## src/rtl/gate_bist_pkg.sv

```systemverilog
// Shared types and constants for the two-input gate BIST block.
package gate_bist_pkg;

    localparam int NUM_VEC  = 4;
    localparam int SETTLE_W = 4;

    typedef enum logic [1:0] {
        IDLE   = 2'd0,
        SWEEP  = 2'd1,
        REPORT = 2'd2
    } state_t;

    // Lowest set bit of a mismatch mask; 0 when the mask is empty.
    function automatic logic [1:0] first_mismatch(input logic [NUM_VEC-1:0] diff);
        logic [1:0] idx;
        idx = '0;
        for (int i = NUM_VEC - 1; i >= 0; i--) begin
            if (diff[i]) idx = 2'(i);
        end
        return idx;
    endfunction

endpackage

```

## src/rtl/gate_bist_timer.sv

```systemverilog
// Loadable down-counter that flags the last cycle of a vector hold.
module gate_bist_timer
    import gate_bist_pkg::*;
(
    input  logic                clk,
    input  logic                rst,
    input  logic                i_load,
    input  logic [SETTLE_W-1:0] i_load_val,
    input  logic                i_dec,
    output logic                o_expire
);

    logic [SETTLE_W-1:0] r_count;

    always_ff @(posedge clk or posedge rst) begin
        if (rst) begin
            r_count <= '0;
        end else if (i_load) begin
            r_count <= i_load_val;
        end else if (i_dec && (r_count != '0)) begin
            r_count <= r_count - SETTLE_W'(1);
        end
    end

    // A count of one means the current edge is the last of the hold.
    assign o_expire = (r_count == SETTLE_W'(1));

endmodule

```

## src/rtl/gate_bist.sv

```systemverilog
// Sweeps all four input vectors of a 2-input gate, captures its truth table
// and compares it against an expected table latched at start.
module gate_bist
    import gate_bist_pkg::*;
#(
    parameter int SETTLE = 1
) (
    input  logic               clk,
    input  logic               rst,
    input  logic               start,
    input  logic [NUM_VEC-1:0] expected,
    output logic               dut_a,
    output logic               dut_b,
    input  logic               dut_y,
    output logic               busy,
    output logic               done,
    output logic               pass,
    output logic [NUM_VEC-1:0] captured,
    output logic [1:0]         fail_idx
);

    localparam logic [SETTLE_W-1:0] SETTLE_V = SETTLE_W'(SETTLE);
    localparam logic [1:0]          LAST_VEC = 2'(NUM_VEC - 1);

    state_t             r_state;
    logic [1:0]         r_vec;
    logic [NUM_VEC-1:0] r_exp;
    logic [NUM_VEC-1:0] r_cap;
    logic               r_pass;
    logic [1:0]         r_fail_idx;
    logic               r_busy;
    logic               r_done;
    logic               r_dut_a;
    logic               r_dut_b;

    logic               w_accept;
    logic               w_expire;
    logic               w_load;
    logic               w_dec;
    logic [1:0]         w_vec_next;
    logic [NUM_VEC-1:0] w_cap_next;

    assign w_accept   = (r_state == IDLE) && start;
    assign w_load     = w_accept || ((r_state == SWEEP) && w_expire && (r_vec != LAST_VEC));
    assign w_dec      = (r_state == SWEEP) && !w_load;
    assign w_vec_next = r_vec + 2'd1;

    // Captured table with the current vector's sample merged in.
    genvar gi;
    generate
        for (gi = 0; gi < NUM_VEC; gi++) begin : g_cap
            assign w_cap_next[gi] = (r_vec == 2'(gi)) ? dut_y : r_cap[gi];
        end
    endgenerate

    gate_bist_timer u_timer (
        .clk        (clk),
        .rst        (rst),
        .i_load     (w_load),
        .i_load_val (SETTLE_V),
        .i_dec      (w_dec),
        .o_expire   (w_expire)
    );

    always_ff @(posedge clk or posedge rst) begin
        if (rst) begin
            r_state    <= IDLE;
            r_vec      <= '0;
            r_exp      <= '0;
            r_cap      <= '0;
            r_pass     <= 1'b0;
            r_fail_idx <= '0;
            r_busy     <= 1'b0;
            r_done     <= 1'b0;
            r_dut_a    <= 1'b0;
            r_dut_b    <= 1'b0;
        end else begin
            case (r_state)
                IDLE: begin
                    r_done <= 1'b0;
                    if (start) begin
                        r_state    <= SWEEP;
                        r_exp      <= expected;
                        r_cap      <= '0;
                        r_pass     <= 1'b0;
                        r_fail_idx <= '0;
                        r_vec      <= '0;
                        r_busy     <= 1'b1;
                        r_dut_a    <= 1'b0;
                        r_dut_b    <= 1'b0;
                    end
                end
                SWEEP: begin
                    if (w_expire) begin
                        r_cap <= w_cap_next;
                        if (r_vec == LAST_VEC) begin
                            // Vector counter holds at the last vector; no wrap.
                            r_state    <= REPORT;
                            r_busy     <= 1'b0;
                            r_done     <= 1'b1;
                            r_pass     <= (w_cap_next == r_exp);
                            r_fail_idx <= first_mismatch(w_cap_next ^ r_exp);
                            r_dut_a    <= 1'b0;
                            r_dut_b    <= 1'b0;
                        end else begin
                            r_vec   <= w_vec_next;
                            r_dut_a <= w_vec_next[1];
                            r_dut_b <= w_vec_next[0];
                        end
                    end
                end
                REPORT: begin
                    r_done  <= 1'b0;
                    r_state <= IDLE;
                end
                default: begin
                    r_state <= IDLE;
                    r_busy  <= 1'b0;
                    r_done  <= 1'b0;
                    r_dut_a <= 1'b0;
                    r_dut_b <= 1'b0;
                end
            endcase
        end
    end

    assign dut_a    = r_dut_a;
    assign dut_b    = r_dut_b;
    assign busy     = r_busy;
    assign done     = r_done;
    assign pass     = r_pass;
    assign captured = r_cap;
    assign fail_idx = r_fail_idx;

endmodule

```

## config.mk

```make
export PLATFORM = sky130hd
export DESIGN_NAME = gate_bist
export DESIGN_NICKNAME = d
export VERILOG_FILES = /design/src/rtl/gate_bist_pkg.sv /design/src/rtl/gate_bist_timer.sv /design/src/rtl/gate_bist.sv
export SDC_FILE = /design/constraint.sdc
export NUM_CORES = 1
export LEC_CHECK = 0
export BUFFER_PORTS_ARGS = -buffer_cell sky130_fd_sc_hd__clkbuf_2
export CAP_MARGIN = 20
export CORE_MARGIN = 5
export CORE_UTILIZATION = 50
export DETAILED_ROUTE_END_ITERATION = 12
export PLACE_DENSITY = 0.74
export SYNTH_ARGS = -nofsm -noshare
export SYNTH_HDL_FRONTEND = slang
export SYNTH_SLANG_ARGS = --single-unit
```

## constraint.sdc

```tcl
create_clock -name clk -period 1.5 [get_ports clk]
set_input_delay 0.225 -clock clk [delete_from_list [all_inputs] [get_ports clk]]
set_output_delay 0.225 -clock clk [all_outputs]
set_load 0.02 [all_outputs]
```

==> results.md, run 1 <==
* Violated checks: setup timing
* Outcome: finished, violations left
* Worst setup margin at -0.153 ns
* CTS tree: built
* Number of CTS-inserted buffers at 3
* Clk_lat worst skew at 0.32 ns
* Final instance area at 1810 sq um
* Worst R2R Start: u_timer.r_count[1]$_DFFE_PP0P_
* Seq/Total Area, Yosys at 0.461
* Hold Path Sink: r_exp[2]$_DFFE_PP0P_
* Area after DPL at 1530 sq um
* Area of the multi-input gates at 813 sq um
* Synth Register Bits at 23
* First-pass GRT wire length at 5240 microns
* Ranking of synthesized cells by area: dfrtp_1, ha_1, mux2i_1
* Die Wd at 60.0 microns
* Num rows at 18
* DR vias/cell at 5.59
* Diode count at 0
* Post-DRT Antenna Nets at 0
* Leakage dissipation at 0.806 nW
* CTS sink cnt at 23
* Ports at 19
* FF+latch area at 578 sq um
* Most frequent cell after synthesis: dfrtp_1
* Unique masters post-synth at 34
* Data required, critical path at 1.77 ns
* Syn nets at 127
* Min-Delay Path Class: input pin to flop
* Crit Path Max Fanout at 4
* Worst Setup End Kind: flop
* DR vias at 1074
* Largest net degree at the start of global routing at 14
* Area growth syn-to-layout at 44.7%
* Initial antenna violation count at 0
* Post-synth top flop: dfrtp_1
* Max-capacitance violation count at 0
* Port Buffers at 18
* Vias in the first global route at 1070
* Worst EP arrival at 1.93 ns
* Worst-Margin Slew at 0.430 ns
* Final Wtd Congestion at 0.849
* Top cells by count, synth: dfrtp_1, o21ai_0, inv_1
* Net total in the final layout at 177
* Placeable Area at 2430 sq um
* Reg clk slew, reported paths at 0.14 ns
* Worst setup SP type: flop
* Pwr dens at 2490 nW/um^2
* Die area at 3590 sq um
* Number of remaining DRC errors at 0
* Grt total ovfl at 0
* Fin crit period at 1.65 ns
* Drt first pass iters at 4
* Reg2Reg Depth at 6
* Period Utilization, post-route at 1.10
* Routed wire length at 3460 microns
* Worst hold slack at 0.122 ns
* Area share of the largest cell type after synthesis at 0.461
* Mapped Area at 1250 sq um
* Cells after synthesis at 113
* RR Endpoint: pass$_DFFE_PP0P_
* Starting DRT DRC Count at 76
* CTS max path bufs at 2
* Initial Util at 0.513
* Synth warn at 0
* WS Path Type: flop to flop
* Die height at 60.0 microns
* Hold Path Depth at 2
* Post-synth EDFFs at 0
* Final total power at 0.00450 W
* Worst R2R Setup Slack at -0.15 ns
* Max VDD drop at 1.71 mV
* HP Start: expected[2]
* H-tree levels at 1
* Maximum clock frequency at 0.605 GHz
* Layout cells sized above 1 at 0.537
* Slew margin rel. at 0.713
* Clock Skew at 0.0113 ns
* DP HPWL at 2130 microns
* Max-slew violations at 0
* Largest area contributor in the netlist: dfrtp_1
* Total track usage at 0.195
* Unrepaired setup endpoints after global routing: true
* Synthesized area per cell at 11.0 sq um
* Root buffer cell: clkbuf_4
* Fin. Hold Viols at 0
* Pre-CTS setup slack at -0.157 ns
* WL/cell at 18.0 microns
* Asr flop ratio synth at 1.00
* Fillers at 166
* Final setup vio count at 10
[through the flow]
step                      setup TNS [ns]   util  cells
after global routing               -1.73  0.742    192
final                             -0.967  0.742    192
after detailed placement          -0.703  0.629    179
after floorplan                        0      -    113
after global placement            -0.251  0.629    179
after CTS                         -0.248  0.694    188
[kinds of logic (layout without fill, tap and decap cells)]
logic type	Yosys count	count (layout)	share of synthesized area
AOI/OAI and AO/OA	24	24	0.141
xor gates and xnor gates	8	8	0.0562
adders and majority gates	6	6	0.0602
buffers and inverters	10	59	0.0311
DFF	23	23	0.461
muxes	10	10	0.0843
and+or+nand+nor	32	32	0.166
[area by class of cell]
cell class / instances / share of cell area
flip-flops and latches: 23 / 0.320
repair buffers: 47 / 0.174
inverters: 8 / 0.0194
multi-input cells: 80 / 0.450
well taps: 30 / 0.0208
clock inverters: 1 / 0.00277
clock buffers: 3 / 0.0125
[power by group]
part / leakage (nW) / internal (W) / switching (W) / total [W]
registers: 0.286 / 0.000903 / 0.000292 / 0.00119
logic: 0.503 / 0.00152 / 0.00149 / 0.00301
clock network: 0.0177 / 0.0000999 / 0.000196 / 0.000296
[critical path: stages (launching register included)]
cell and delay (ns):
dfrtp_1 0.43, inv_2 0.10, ha_4 0.13, or3b_4 0.44, nor3_4 0.17, and2_4 0.18, a32o_2 0.17
[flip-flops by register name, summed over array words and instances, names as in the netlist]
register / count
busy: 1
r_state: 2
pass: 1
dut_a: 1
dut_b: 1
fail_idx: 2
u_timer.r_count: 4
done: 1
r_exp: 4
r_vec: 2
captured: 4
[metal layers]
metal  wire length [microns]  up-vias  global-route usage  part of all wire
met1                    1490      537               0.264              0.43
met3                     138        2              0.0346             0.040
li1                        -      504                   -                 -
met2                    1810       31               0.324              0.52
met4                      23        0              0.0443            0.0066
met5                       0        -                   0                 0
[layout by cell type (no fill, tap or decap), drive strengths merged]
| cell type | instances |
|---|---|
| nor2b | 3 |
| o21ai | 10 |
| nor4 | 1 |
| nand2 | 2 |
| buf | 28 |
| nor3b | 3 |
| ha | 6 |
| nor3 | 2 |
| nand3 | 3 |
| nand4bb | 1 |
| dfrtp | 23 |
| o211ai | 1 |
| dlygate4sd3 | 1 |
| o21bai | 1 |
| a22o | 1 |
| or3b | 1 |
| and2 | 2 |
| or3 | 1 |
| o22ai | 1 |
| o2bb2ai | 1 |
| a32o | 6 |
| clkbuf | 21 |
| nor2 | 8 |
| mux2 | 4 |
| xnor2 | 5 |
| nand2b | 5 |
| xor2 | 3 |
| a211oi | 1 |
| clkinv | 1 |
| inv | 8 |
| mux2i | 6 |
| a21oi | 2 |
[worst max-delay path by stage]
stage	startpoint	end	slack, ns	cells after the start
2_1_floorplan	r_vec[0]$_DFFE_PP0P_	pass$_DFFE_PP0P_	0.006	6
3_3_place_gp	r_vec[1]$_DFFE_PP0P_	fail_idx[0]$_DFFE_PP0P_	-0.14	6
3_5_place_dp	r_vec[1]$_DFFE_PP0P_	fail_idx[0]$_DFFE_PP0P_	-0.16	6
4_1_cts	r_vec[0]$_DFFE_PP0P_	pass$_DFFE_PP0P_	-0.08	6
5_1_grt	u_timer.r_count[1]$_DFFE_PP0P_	pass$_DFFE_PP0P_	-0.21	6
6_report	u_timer.r_count[1]$_DFFE_PP0P_	pass$_DFFE_PP0P_	-0.15	6
[repair_timing]
action / in CTS / in global routing
endpoints found under the hold margin: 10 / 0
hold buffers: 1 / 0
gates resized for setup: 25 / 17
setup endpoints to repair: 13 / 17
pin swaps: 8 / 8
buffers inserted: 4 / 4
Note: power is estimated with default switching activity, not from simulation.
==> run 2: changes to the inputs <==
- SYNTH_HIERARCHICAL: not set -> 1
==> results.md, run 2 <==
* CTS sink cnt at 23 (unchanged)
* Num rows at 18 (unchanged)
* Grt total ovfl at 0 (unchanged)
* Fin crit period at 1.89 ns (+0.234 ns)
* Starting DRT DRC Count at 47 (-38%)
* Violated checks: setup timing
* Largest net degree at the start of global routing at 20 (+6)
* Vias in the first global route at 1202 (+12%)
* Cells after synthesis at 128 (+13%)
* Max-capacitance violation count at 0 (unchanged)
* Reg clk slew, reported paths at 0.13 ns (about the same)
* Max VDD drop at 1.71 mV (about the same)
* Max-slew violations at 0 (unchanged)
* H-tree levels at 1 (unchanged)
* Worst hold slack at 0.145 ns (+0.0232 ns)
* Drt first pass iters at 4 (unchanged)
* Worst Setup End Kind: flop
* Worst R2R Setup Slack at -0.39 ns (-0.23 ns)
* Die area at 3760 sq um (+4.7%)
* Compound-Gate Fraction of Synth Area at 0.157 (+0.0153)
* Data required, critical path at 1.70 ns (-0.07 ns)
* Reg2Reg Depth at 9 (+3)
* Worst setup margin at -0.386 ns (-0.234 ns)
* Area growth syn-to-layout at 49.9%
* Most frequent cells in the layout: buf_4, dfrtp_1, clkbuf_2
* Final Wtd Congestion at 0.848 (-0.16%)
* CTS max path bufs at 2 (unchanged)
* Number of remaining DRC errors at 0 (unchanged)
* Synthesized area per cell at 10.3 sq um (-6.8%)
* Port Buffers at 18 (unchanged)
* Initial Util at 0.527 (+0.0142)
* Net total in the final layout at 197 (+11%)
* Worst EP arrival at 2.09 ns (+0.16 ns)
* Largest area contributor in the netlist: dfrtp_1
* Root buffer cell: clkbuf_4
* Die Wd at 61.3 microns (+2.3%)
* Outcome: finished, violations left
* Clock Skew at 0.00118 ns (-0.0101 ns)
* DR vias at 1176 (+9.5%)
* Final setup vio count at 16 (+6)
* Mapped Area at 1320 sq um (+5.6%)
* Post-synth top flop: dfrtp_1
* Number of CTS-inserted buffers at 3 (unchanged)
* Period Utilization, post-route at 1.26 (+0.156)
* DP HPWL at 2330 microns (+9.2%)
* Post-synth EDFFs at 0 (unchanged)
* Worst R2R Start: u_timer/r_count[1]$_DFFE_PP0P_
* Slowest CP cell: dfrtp_1
* Post-synthesis mux area share at 0.0959 (+0.0117)
* Final total power at 0.00452 W (+0.38%)
* CP max stage delay at 0.42 ns (-0.02 ns)
* Worst setup path endpoint: u_timer/r_count[3]$_DFFE_PP0P_
* Unrepaired setup endpoints after global routing: true
* Maximum clock frequency at 0.530 GHz (-12%)
* Layout cells sized above 1 at 0.555 (+0.0179)
* Die height at 61.3 microns (+2.3%)
* Post-DRT Antenna Nets at 0 (unchanged)
* CTS tree: built
* Top cells by count, synth: dfrtp_1, nand2_1, mux2i_1
* WS Path Type: flop to flop
* Initial antenna violation count at 0 (unchanged)
* Most common cell after layout, fill and taps aside: buf_4
* Ranking of synthesized cells by area: dfrtp_1, ha_1, mux2i_1
* XOR/XNOR Fraction of Synth Area at 0.0332 (-0.0229)
* DR vias/cell at 5.55 (-0.83%)
* Clk_lat worst skew at 0.30 ns (-0.02 ns)
* Post-Synth Simple-Gate Area at 0.168 (+0.00259)
* Worst setup SP type: flop
* Pwr dens at 2290 nW/um^2 (-8.2%)
* Largest family of logic cells by synthesized area: simple AND/OR/NAND/NOR gates
* Cell count after placement at 196 (+9.5%)
* Synth Register Bits at 23 (unchanged)
* Synth warn at 6 (+6)
* Min-Delay Path Class: input pin to flop
* Adder-cell share of the synthesized area at 0.0570 (-0.00320)
* Total track usage at 0.206 (+0.0109)
* First-pass GRT wire length at 5600 microns (+6.8%)
* Seq/Total Area, Yosys at 0.437 (-0.0245)
* Area share of the largest cell type after synthesis at 0.437 (-0.0245)
* Fin cells at 212 (+10%)
* Asr flop ratio synth at 1.00 (unchanged)
* Crit Path Max Fanout at 8 (+4)
* Placeable Area at 2500 sq um (+2.8%)
* Leakage dissipation at 0.918 nW (+14%)
* Unique masters post-synth at 38 (+12%)
* Crit. Startpoint: u_timer/r_count[1]$_DFFE_PP0P_
* Fin. Hold Viols at 0 (unchanged)
* Ports at 19 (unchanged)
* WL/cell at 17.3 microns (-4.1%)
* Diode count at 0 (unchanged)
* RR Endpoint: u_timer/r_count[3]$_DFFE_PP0P_
* CP cell instances: inv_2, ha_4, nor3b_4, and2b_2, nand2_2, a21oi_2, buf_6, nor3_4, a221o_1
* Routed wire length at 3670 microns (+5.9%)
* Most frequent cell after synthesis: dfrtp_1
## run 2: cell count changes after synthesis, sizes merged, moves of 3 or more
cell and change:
a32o -5, nand2 +11, o21ai -3, a21oi +4, a22o +5, buf +5
## run 2: metrics by stage
stage / util / setup slack [ns] / setup TNS (ns) / area (sq um)
after CTS: 0.736 / -0.279 / -1.78 / 1840
after floorplan: - / -0.375 / -1.19 / 1360
after global placement: 0.650 / -0.205 / -1.27 / 1630
after global routing: 0.790 / -0.465 / -4.09 / 1970
after detailed placement: 0.650 / -0.279 / -1.80 / 1630
final: 0.790 / -0.386 / -2.66 / 1970
## run 2: critical path: cells and delay by family (launching register included)
family	cells	cell delay, ns
buffers and inverters	2	0.24
flip-flops	1	0.42
AND/OR/NAND/NOR	4	0.51
adder cells (fa/ha/maj)	1	0.13
AO/OA/AOI/OAI	2	0.49
## run 2: area by class of cell
class,instances,area (sq um)
multi-input combinational,95,925
sequential,23,576
fill,140,526
timing repair buffer,54,385
tap,30,37.5
clock buffer,4,26.3
inverter,6,25.0
## run 2: power breakdown
group	internal (W)	switching, W
clock network	0.000104	0.000185
logic	0.00161	0.00145
registers	0.000891	0.000279
## run 2: how the worst min path moves through the flow
stage,startpoint,slack [ns],end,cells past startpoint
2_1_floorplan,rst,-0.009,u_timer/r_count[0]$_DFFE_PP0P_,1
3_3_place_gp,rst,0.11,u_timer/r_count[3]$_DFFE_PP0P_,2
3_5_place_dp,rst,0.12,u_timer/r_count[0]$_DFFE_PP0P_,2
4_1_cts,expected[3],0.14,r_exp[3]$_DFFE_PP0P_,2
5_1_grt,expected[3],0.13,r_exp[3]$_DFFE_PP0P_,2
6_report,expected[3],0.14,r_exp[3]$_DFFE_PP0P_,2
## run 2: cell families (layout without fill, tap and decap cells)
logic type               count (synthesis)  after routing
AND/OR/NAND/NOR                         39             39
XOR/XNOR                                 5              5
AO/OA/AOI/OAI                           29             29
adder cells (fa/ha/maj)                  6              6
multiplexers                            12             12
flip-flops                              23             23
buffers and inverters                   12             64
other                                    2              4
## run 2: layer usage
| metal | global-route usage | wire [microns] |
|---|---|---|
| met1 | 0.248 | 1560 |
| met2 | 0.376 | 1860 |
| met3 | 0.0335 | 200 |
| met4 | 0.0606 | 44 |
| met5 | 0 | 0 |
## run 2: timing repair
action	4_1_cts	5_1_grt
hold buffers	1	0
buffers inserted	7	6
setup endpoints to repair	13	16
pin swaps	28	15
resized for setup	32	18
endpoints found under the hold margin	23	0
==> run 3: changes to the inputs <==
- BUFFER_PORTS_ARGS: -buffer_cell sky130_fd_sc_hd__clkbuf_2 -> -buffer_cell sky130_fd_sc_hd__buf_4
- SETUP_SLACK_MARGIN: not set -> 0.4
==> results.md, run 3 (synthesized netlist as in run 2, its figures left out) <==
* Crit. Startpoint: u_timer/r_count[1]$_DFFE_PP0P_
* Num rows at 18 (unchanged)
* Fillers at 88 (-37%)
* Worst setup margin at -0.464 ns (-0.0776 ns)
* Initial antenna violation count at 0 (unchanged)
* WL/cell at 23.2 microns (+34%)
* Routed wire length at 5420 microns (+48%)
* FF+latch area at 578 sq um (+0.43%)
* H-tree levels at 1 (unchanged)
* CTS max path bufs at 2 (unchanged)
* Period Utilization, post-route at 1.31 (+0.0517)
* Number of remaining DRC errors at 0 (unchanged)
* RR Endpoint: u_timer/r_count[3]$_DFFE_PP0P_
* Post-DRT Antenna Nets at 0 (unchanged)
* Violated checks: setup timing
* Grt total ovfl at 0 (unchanged)
* Most common cell after layout, fill and taps aside: buf_4
* Maximum clock frequency at 0.509 GHz (-3.9%)
* Crit Path Max Fanout at 6 (-2)
* Worst Setup End Kind: flop
* Starting DRT DRC Count at 136 (+190%)
* WS Path Type: flop to flop
* Worst EP arrival at 2.19 ns (+0.10 ns)
* Fin crit period at 1.96 ns (+0.0776 ns)
* Placeable Area at 2500 sq um (unchanged)
* Worst R2R Start: u_timer/r_count[1]$_DFFE_PP0P_
* CP max stage delay at 0.41 ns (about the same)
* Area of the multi-input gates at 980 sq um (+6.0%)
* CTS sink cnt at 23 (unchanged)
* Worst setup path endpoint: u_timer/r_count[3]$_DFFE_PP0P_
* Clk_lat worst skew at 0.34 ns (+0.04 ns)
* Pwr dens at 2270 nW/um^2 (-0.64%)
* CTS tree: built
* Root buffer cell: clkbuf_4
* Max VDD drop at 1.94 mV (+13%)
* Leakage dissipation at 1.11 nW (+21%)
* Worst setup SP type: flop
* DR vias at 1396 (+19%)
* Die area at 3760 sq um (unchanged)
* Largest net degree at the start of global routing at 20 (unchanged)
* Max-capacitance violation count at 0 (unchanged)
* CP cell instances: inv_2, ha_4, nor3b_4, and2b_2, nand2_2, a21oi_4, buf_4, nor3b_2, a221o_1
* DP HPWL at 2380 microns (+2.2%)
* Final design utilization at 0.928 (+0.139)
* First-pass GRT wire length at 6620 microns (+18%)
* Reg clk slew, reported paths at 0.15 ns (+0.02 ns)
* Fin. Hold Viols at 0 (unchanged)
* Net total in the final layout at 219 (+11%)
* Pre-CTS setup slack at -0.257 ns (+0.0221 ns)
* Initial Util at 0.527 (unchanged)
* Reg2Reg Depth at 9 (unchanged)
* Final Wtd Congestion at 0.839 (-1.0%)
* Vias in the first global route at 1412 (+17%)
* Final total power at 0.00528 W (+17%)
* Final setup vio count at 18 (+2)
* Outcome: finished, violations left
* Hold Path Depth at 2 (unchanged)
* Layout cells sized above 1 at 0.647 (+0.0921)
* Drt first pass iters at 4 (unchanged)
* Unrepaired setup endpoints after global routing: true
* Number of CTS-inserted buffers at 3 (unchanged)
* DR vias/cell at 5.97 (+7.5%)
* Area growth syn-to-layout at 76.2%
* Total track usage at 0.248 (+0.0418)
* Most frequent cells in the layout: buf_4, buf_6, dfrtp_1
* Die height at 61.3 microns (unchanged)
* Worst R2R Setup Slack at -0.46 ns (-0.08 ns)
* Slowest CP cell: dfrtp_1
* Data required, critical path at 1.73 ns (+0.03 ns)
* Max-slew violations at 0 (unchanged)
* Clock Skew at 0.0155 ns (+0.0143 ns)
* Worst hold slack at 0.110 ns (-0.0347 ns)
* Ports at 19 (unchanged)
* Die Wd at 61.3 microns (unchanged)
* Min-Delay Path Class: input pin to flop
* Port Buffers at 18 (unchanged)
* Diode count at 0 (unchanged)
-- run 3: cell types whose count changed in the layout (fill, tap and decap cells not counted), moves of 3 or more --
cell	delta
buf_6	+18
clkbuf_2	-18
o21ai_1	+3
mux2_2	-5
buf_4	+21
mux2_4	+5
-- run 3: report_power, final --
part	switching [W]	internal, W	total, W
registers	0.000318	0.000895	0.00121
clock network	0.000215	0.000100	0.000316
logic	0.00173	0.00202	0.00375
total	0.00226	0.00302	0.00528
-- run 3: cell type report --
type                            instances  share of cell area
Clock buffer                            3             0.00970
Multi-Input combinational cell         95               0.422
Clock inverter                          1             0.00216
Timing Repair Buffer                   76               0.289
Sequential cell                        23               0.249
Tap cell                               30              0.0162
Inverter                                6              0.0119
-- run 3: through the flow --
| step | instances | TNS, ns | instance area, sq um |
|---|---|---|---|
| finish | 234 | -4.70 | 2320 |
| global route | 234 | -5.98 | 2320 |
| CTS | 222 | -1.83 | 2060 |
| detailed placement | 197 | -1.77 | 1710 |
| global placement | 197 | -1.33 | 1710 |
| floorplan | 130 | -1.18 | 1400 |
-- run 3: layer usage --
layer	GRT usage	routed length, microns	up-vias
li1	-	-	598
met4	0.112	205	0
met1	0.280	2060	704
met3	0.0419	286	17
met2	0.453	2870	77
met5	0	0	-
-- run 3: worst min-delay path by stage --
stage	start	to	slack, ns
after floorplan	rst	u_timer/r_count[0]$_DFFE_PP0P_	-0.009
after global placement	rst	u_timer/r_count[2]$_DFFE_PP0P_	0.13
after detailed placement	rst	u_timer/r_count[1]$_DFFE_PP0P_	0.14
after CTS	expected[2]	r_exp[2]$_DFFE_PP0P_	0.12
after global routing	expected[1]	r_exp[1]$_DFFE_PP0P_	0.1
final	expected[1]	r_exp[1]$_DFFE_PP0P_	0.11
-- run 3: critical path: cells and delay by family (launching register included) --
| family | cells | cell delay (ns) |
|---|---|---|
| and+or+nand+nor | 4 | 0.54 |
| AOI/OAI and AO/OA | 2 | 0.53 |
| DFF | 1 | 0.41 |
| buffers and inverters | 2 | 0.26 |
| adders and majority gates | 1 | 0.13 |
-- run 3: timing repair --
action	in CTS	in global routing
hold buffers	1	0
buffers inserted	20	12
pin swaps	16	15
hold endpoints to repair	23	0
setup endpoints to repair	34	34
gates resized for setup	41	38
